$ cat config.mk
export PLATFORM = sky130hd
export DESIGN_NAME = counter_cmd_sequencer
export DESIGN_NICKNAME = d
export VERILOG_FILES = /design/src/rtl/counter_cmd_sequencer.sv
export SDC_FILE = /design/constraint.sdc
export NUM_CORES = 1
export LEC_CHECK = 0
export ABC_AREA = 1
export ABC_CLOCK_PERIOD_IN_PS = 3800
export CAP_MARGIN = 10
export CORE_MARGIN = 4
export CORE_UTILIZATION = 38
export CTS_CLUSTER_SIZE = 16
export DETAILED_ROUTE_END_ITERATION = 10
export GPL_TIMING_DRIVEN = 0
export PLACE_DENSITY_LB_ADDON = 0.15
export RECOVER_POWER = 50
export SLEW_MARGIN = 25
export SYNTH_ARGS = -nofsm -noshare
export SYNTH_HDL_FRONTEND = slang
export SYNTH_SLANG_ARGS = --single-unit
$ cat constraint.sdc
create_clock -name clk -period 3.8 [get_ports clk]
set_clock_uncertainty 0.2 [all_clocks]
set_input_delay 0.76 -clock clk [delete_from_list [all_inputs] [get_ports clk]]
set_output_delay 0.76 -clock clk [all_outputs]
set_load 0.02 [all_outputs]
$ cat src/rtl/counter_cmd_sequencer.sv
// Command sequencer for programmable_counter: queues {mode, value, cycles} commands in a
// small FIFO and plays each one out as a cycle-exact enable/mode/input_value burst.
module counter_cmd_sequencer #(
  parameter int unsigned DEPTH = 4,
  parameter int unsigned VAL_W = 4,
  parameter int unsigned CYC_W = 8
) (
  input  logic                         clk,
  input  logic                         reset,
  input  logic                         cmd_valid,
  output logic                         cmd_ready,
  input  logic [1:0]                   cmd_mode,
  input  logic [VAL_W-1:0]             cmd_value,
  input  logic [CYC_W-1:0]             cmd_cycles,
  input  logic                         abort,
  output logic                         enable,
  output logic [1:0]                   mode,
  output logic [VAL_W-1:0]             input_value,
  output logic                         busy,
  output logic                         cmd_done,
  output logic [$clog2(DEPTH+1)-1:0]   fifo_count
);

  localparam int unsigned PtrW   = $clog2(DEPTH);
  localparam int unsigned CntW   = $clog2(DEPTH + 1);
  localparam int unsigned EntryW = 2 + VAL_W + CYC_W;

  typedef enum logic [0:0] {StIdle, StRun} state_e;

  logic [EntryW-1:0] mem_q [DEPTH];
  logic [PtrW-1:0]   wr_ptr_q, rd_ptr_q;
  logic [CntW-1:0]   count_q;

  state_e            state_q;
  logic [CYC_W-1:0]  rem_q;

  logic              full, empty, push, pop, head_live;
  logic [1:0]        head_mode;
  logic [VAL_W-1:0]  head_value;
  logic [CYC_W-1:0]  head_cycles;

  always_comb begin
    full      = (count_q == CntW'(DEPTH));
    empty     = (count_q == '0);
    // No pass-through when full: a same-cycle pop never makes room for the push.
    cmd_ready = !reset && !full && !abort;
    push      = cmd_valid && cmd_ready;
    {head_mode, head_value, head_cycles} = mem_q[rd_ptr_q];
    head_live = (head_cycles != '0);
    // In RUN only a live head is taken at the last enable cycle; a zero-cycle
    // head waits to be retired from IDLE.
    pop       = !abort && !empty &&
                ((state_q == StIdle) || ((rem_q == '0) && head_live));
  end

  always_ff @(posedge clk) begin
    if (push) begin
      mem_q[wr_ptr_q] <= {cmd_mode, cmd_value, cmd_cycles};
    end
  end

  always_ff @(posedge clk or posedge reset) begin
    if (reset) begin
      wr_ptr_q <= '0;
      rd_ptr_q <= '0;
      count_q  <= '0;
    end else if (abort) begin
      wr_ptr_q <= '0;
      rd_ptr_q <= '0;
      count_q  <= '0;
    end else begin
      if (push) wr_ptr_q <= wr_ptr_q + PtrW'(1);
      if (pop)  rd_ptr_q <= rd_ptr_q + PtrW'(1);
      count_q <= count_q + CntW'(push) - CntW'(pop);
    end
  end

  always_ff @(posedge clk or posedge reset) begin
    if (reset) begin
      state_q     <= StIdle;
      rem_q       <= '0;
      enable      <= 1'b0;
      mode        <= 2'b00;
      input_value <= '0;
      busy        <= 1'b0;
      cmd_done    <= 1'b0;
    end else if (abort) begin
      state_q  <= StIdle;
      rem_q    <= '0;
      enable   <= 1'b0;
      busy     <= 1'b0;
      cmd_done <= 1'b0;
    end else begin
      cmd_done <= 1'b0;
      case (state_q)
        StIdle: begin
          if (pop) begin
            if (head_live) begin
              state_q     <= StRun;
              enable      <= 1'b1;
              busy        <= 1'b1;
              mode        <= head_mode;
              input_value <= head_value;
              rem_q       <= head_cycles - CYC_W'(1);
            end else begin
              cmd_done <= 1'b1;
            end
          end
        end
        StRun: begin
          if (rem_q != '0) begin
            rem_q <= rem_q - CYC_W'(1);
          end else begin
            cmd_done <= 1'b1;
            if (pop) begin
              mode        <= head_mode;
              input_value <= head_value;
              rem_q       <= head_cycles - CYC_W'(1);
            end else begin
              state_q <= StIdle;
              enable  <= 1'b0;
              busy    <= 1'b0;
            end
          end
        end
        default: begin
          state_q <= StIdle;
          enable  <= 1'b0;
          busy    <= 1'b0;
        end
      endcase
    end
  end

  assign fifo_count = count_q;

endmodule

==> Yosys cells after proc, flatten, opt, wreduce, memory -nomap -nowiden <==
Memories as Yosys holds them, arrays and structs flattened.
Cells that the tools add are included.
{ "word_totals": {"ff_bits": 24, "mem_bits_rw": 56, "in_bits": 18, "out_inout_bits": 13, "elab_cells": 88, "n_memories": 1} }
{ "classes": {"addsub": 6, "eq_ne": 10, "n_mux": 40, "bitwise_logic": 2, "reduce_logical": 20} }
{ "mem_list": {"columns": ["memory", "words", "word_bits", "rd", "rd_ports_with_merged_regs", "write_ports", "line_no", "source"], "rows": [
  ["mem_q", 4, 14, 1, 0, 1, "30", "logic [EntryW-1:0] mem_q [DEPTH];"]
]} }
{ "ops": {"columns": ["operator", "count"], "rows": [
  ["8-bit 2-to-1 mux", 5],
  ["1-bit 2-to-1 mux", 16],
  ["2-bit 2-to-1 mux", 8],
  ["4-bit 2-to-1 mux", 4],
  ["8-bit case mux with 2 select lines", 1],
  ["8-bit nonzero test", 2],
  ["8-bit by 1-bit subtractor with 8-bit output, second input constant", 2],
  ["3-bit inequality test, second input constant", 4],
  ["8-bit logical NOT", 1],
  ["4-bit case mux with 2 select lines", 1],
  ["1-bit logical AND", 6],
  ["2-bit inequality test, second input constant", 3],
  ["1-bit case mux with 2 select lines", 3],
  ["5-bit AND reduction", 1],
  ["2-bit by 1-bit adder with 2-bit output, second input constant", 2],
  ["1-bit logical NOT", 4],
  ["4-bit by 2-bit inequality test with 1-bit output, second input constant", 1],
  ["2-bit case mux with 2 select lines", 1],
  ["4-bit AND reduction", 1],
  ["2-bit nonzero test", 2],
  ["3-bit by 1-bit adder with 3-bit output", 1],
  ["3-bit == test, second input constant", 1],
  ["3-bit logical NOT", 1],
  ["3-bit 2-to-1 mux", 1],
  ["5 further kinds", 6]
]} }

==> Logic depth before layout (Yosys ltp) <==
An unclocked memory read counts as a cell.
{ "logic_depth": {"ltp_word": 9, "ltp_mapped": 19, "mapped_depth_nobuf": 17} }

==> Worst setup path after synthesis <==
Ideal clock, no wire load.
{ "synth_timing": {"path_type": "input to register", "startpoint": "input port abort", "endpoint": "register count_q[2], in the netlist fifo_count[2]", "setup_ns": 0.128, "arrival_time_ns": 3.005, "t_required_ns": 3.472, "setup_slack_ns": 0.467, "stages": 10, "path_buffers": 1, "path_cell_list": "clkbuf_1 > a211oi_1 > nand2_1 > ha_1 > inv_1 > ha_1 > inv_1 > fa_1 > xor2_1 > nor2_1"} }
{ "synth_via": {"elab_chain_cells": 6, "elab_cells_between_ends": 8, "classes_between": "add/sub (2); mux (1); reduce/logical (5)"} }
{ "synth_lines": {"columns": ["item", "line_no", "source"], "rows": [
  ["from (decl)", "15", "input logic abort,"],
  ["1-bit logical NOT", "46", "cmd_ready = !reset && !full && !abort;"],
  ["1-bit logical AND", "46", null],
  ["named net cmd_ready", "11", "output logic cmd_ready,"],
  ["1-bit logical AND", "47", "push = cmd_valid && cmd_ready;"],
  ["3-bit by 1-bit adder with 3-bit output", "74", "count_q <= count_q + CntW'(push) - CntW'(pop);"],
  ["3-bit by 1-bit subtractor with 3-bit output", "74", null],
  ["3-bit 2-to-1 mux", "67", "end else if (abort) begin"],
  ["to (signal assigned)", "74", null],
  ["to (decl)", "32", "logic [CntW-1:0] count_q;"]
]} }
The timed path passes the listed nets, and every way through them passes these cells.
A chain may end at the register's enable or synchronous reset.

==> Final worst setup path <==
{ "layout_timing": {"startpoint": "input port reset", "endpoint": "output port cmd_ready"} }
{ "layout_via": {"elab_chain_cells": 3} }
{ "layout_lines": {"columns": ["item", "line_no", "source"], "rows": [
  ["from (decl)", "9", "input logic reset,"],
  ["1-bit logical NOT (no line)", null, null],
  ["1-bit logical AND (2 in a row)", "46", null],
  ["to (decl)", "11", null]
]} }
No other way between the ends.

==> summary.md <==
| Metric | Value |
|---|---|
| Outcome | completed |
| Num CTS Buffers | 9 |
| Final hold vios | 0 |
| Largest family of logic cells by synthesized area | simple AND/OR/NAND/NOR gates |
| Avg Inst Size Synth | 10.1 um2 |
| PortBufs | 29 |
| Flop2flop setup slack | 0.55 ns |
| Leakage | 0.00186 uW |
| Worst hold-check path type | reg -> reg |
| Synth Area in XOR/XNOR | 1.62% |
| Share of cells above drive strength 1 | 12.4% |
| Initial antenna violation count | 0 |
| Routed wire per std cell | 13.8 um |
| Mapped cell area | 3780 um2 |
| Post-synthesis sequential area ratio | 60.3% |
| Crit Path Category | in -> out |
| Total wire length | 7.62 mm |
| Starting density of the core | 38.9% |
| Row cnt | 36 |
| CTS tree | built |
| Worst-Margin Slew | 0.963 ns |
| Cts hold-fix bufs | 0 |
| Worst setup path start | reset |
| Commonest non-fill, non-tap cells in the layout | 95 x nand2_1, 56 x edfxtp_1, 48 x nand3_1 |
| Worst-Skew Late Latency | 0.34 ns |
| Worst EP required | 2.84 ns |
| First-pass DRT Iterations | 4 |
| Vias per cell | 4.76 |
| Crit Path Max Fanout | 3 |
| Commonest non-fill, non-tap cell in the layout | nand2_1 |
| Non-filler cells, final | 554 |
| Clk pin slew, worst setup/hold paths | 0.08 ns |
| Core footprint | 9730 um2 |
| Gp weighted congestion | 0.790 |
| Placed Instances | 538 |
| Area grow syn2layout | 18.6% |
| WP data arrival | 2.29 ns |
| # nets final | 445 |
| Die Wd | 108 um |
| First-pass GRT wire length | 12.6 mm |
| Synth Area in Adders | 3.84% |
| GR peak layer | met2 |
| # setup viols final | 0 |
| DPL Wire Length | 5.42 mm |
| Sw Pwr | 1130 uW |
| Drt first-iter violations | 147 |
| Synth Area in Simple Gates | 24.0% |
| Met1 usage | 19.0% |
| Comb power frac | 39.2% |
| Synth unique cells | 28 |
| Via Count | 2,639 |
| Post-synthesis mux area share | 0% |
| Clock root cell | clkbuf_8 |
| Clock Power Share | 22.0% |
| TNS Setup | 0 ns |
| Number of diodes | 0 |
| DRC | 0 |
| Max Freq | 308 MHz |
| Vias in the first global route | 2,518 |
| Flop pwr share | 38.9% |
| Largest net degree at the start of global routing | 25 |
| Final Max Tran Viols | 0 |
| Fin crit share | 85.4% |
| Relative max-transition margin | 35.7% |
| Fillers | 966 |
| Worst VDD drop | 0.000220 V |
| Die Y | 108 um |
| CTS max path bufs | 2 |
| #FFs+latches synth | 80 |
| Power density cells | 652 nW/um2 |
| Sw frac | 38.6% |
| CP Capture Type | output pin |
| Synthesized Nets | 402 |
| Internal power | 1800 uW |
| Met2 Use GR | 21.8% |
| Gr usage total | 14.1% |
| Setup repair bufs after CTS | 0 |
| CTS-repair resized insts | 0 |
| Syn. warnings | 0 |
| Worst R2R End | fifo_count[2] |
| Cells after Synth | 373 |
| Post-route ant nets | 0 |
| Die area | 11,600 um2 |
| GRT overflow | 0 |
| FF-to-FF path depth | 17 |
| CP startpoint kind | input port |
| Synth Area in Compound Gates | 5.06% |
| Sequential cell area | 2280 um2 |
| # clock sinks | 80 |
| RSZ-0062 raised after global routing | false |
| Footprint of the multi-input gates | 1320 um2 |
| I/O pin total | 31 |
| R2r startpoint | rd_ptr_q[1] |
| # H-tree levels | 3 |
| Met3 usage | 4.20% |
| CP endpoint | cmd_ready |
| Max cap viols | 0 |
| Minimum clock period | 3.25 ns |
through the flow:
| step | total power (uW) | util [%] | worst slack (ns) | hold slack (ns) | area [um2] |
|---|---|---|---|---|---|
| 5_1_grt | 3160 | 46.1 | 0.325 | 0.294 | 4490 |
| 4_1_cts | 2970 | 46.1 | 0.553 | 0.284 | 4490 |
| 3_3_place_gp | 2300 | 43.6 | 0.250 | 0.262 | 4240 |
| 3_5_place_dp | 2320 | 44.0 | 0.508 | 0.265 | 4280 |
| 2_1_floorplan | 1980 | - | 0.467 | 0.242 | 3780 |
| 6_report | 2920 | 46.1 | 0.555 | 0.275 | 4490 |
power by group through the flow:
stage                     Sequential [uW]  Combinational (uW)  Clock, uW
after global routing                 1150                1300        702
after detailed placement             1160                1170          0
after CTS                            1140                1170        664
after floorplan                      1200                 778          0
after global placement               1160                1150          0
final                                1140                1140        643
synth_stat cells:
cell       n  share of area (%)
nand2_1   95                9.4
fa_1       1               0.53
ha_1      10                3.3
a211oi_1   1               0.20
xor2_1     5                1.2
nand3_1   48                6.3
nand3_4    1               0.46
buf_2      1               0.13
dfrtp_1   24                 16
inv_2      3               0.30
buf_4      2               0.40
xnor2_1    2               0.46
nand2_2   10                1.7
nor2_2     2               0.33
inv_1     29                2.9
nor3_1     2               0.26
o21ai_0   21                2.8
edfxtp_1  56                 44
buf_6      4                1.2
nand3_2    1               0.26
o21bai_1   1               0.20
nor2_1    33                3.3
nand2_4    3               0.89
nor2_4     3               0.89
o22ai_1    9                1.5
o31ai_1    2               0.40
nand4_1    1               0.17
clkbuf_1   3               0.30
sequential cells by signal (all words and copies together), names as in the netlist:
register,count
rem_q,8
cmd_done,1
input_value,4
busy,1
mode,2
rd_ptr_q,2
state_q,1
mem_q,56
fifo_count,3
wr_ptr_q,2
cell families (layout without fill, tap and decap cells):
| logic type | after synthesis | after routing |
|---|---|---|
| flip-flops | 80 | 80 |
| AO/OA/AOI/OAI | 34 | 34 |
| adder cells (fa/ha/maj) | 11 | 11 |
| buffers and inverters | 42 | 90 |
| AND/OR/NAND/NOR | 199 | 199 |
| XOR/XNOR | 7 | 7 |
worst min path at each step:
| stage | startpoint | depth (start not counted) | endpoint | slack (ns) |
|---|---|---|---|---|
| floorplan | rem_q[1] | 2 | rem_q[1] | 0.24 |
| global placement | mode[1] | 2 | mode[1] | 0.26 |
| detailed placement | rem_q[1] | 2 | rem_q[1] | 0.27 |
| CTS | rem_q[1] | 2 | rem_q[1] | 0.28 |
| global route | rem_q[1] | 2 | rem_q[1] | 0.29 |
| finish | mode[1] | 2 | mode[1] | 0.27 |
critical path, stage by stage:
cell and delay (ns):
dlygate4sd3_1 0.55, a211oi_1 0.30, clkdlybuf4s50_1 0.67
per-layer routing:
metal	share of wire [%]	wire length, um	vias to the layer above
met4	1.4	106	0
li1	-	-	1336
met5	0	0	-
met2	47	3550	50
met3	3.7	283	9
met1	48	3680	1244
area by class of cell:
| class | count | share of cell area [%] |
|---|---|---|
| Buffer | 10 | 1.70 |
| Clock buffer | 9 | 2.76 |
| Clock inverter | 7 | 1.76 |
| Inverter | 32 | 2.68 |
| Multi-Input combinational cell | 251 | 29.3 |
| Sequential cell | 80 | 50.9 |
| Tap cell | 133 | 3.71 |
| Timing Repair Buffer | 32 | 7.22 |
No activity file was read; power rests on OpenSTA's default activity.
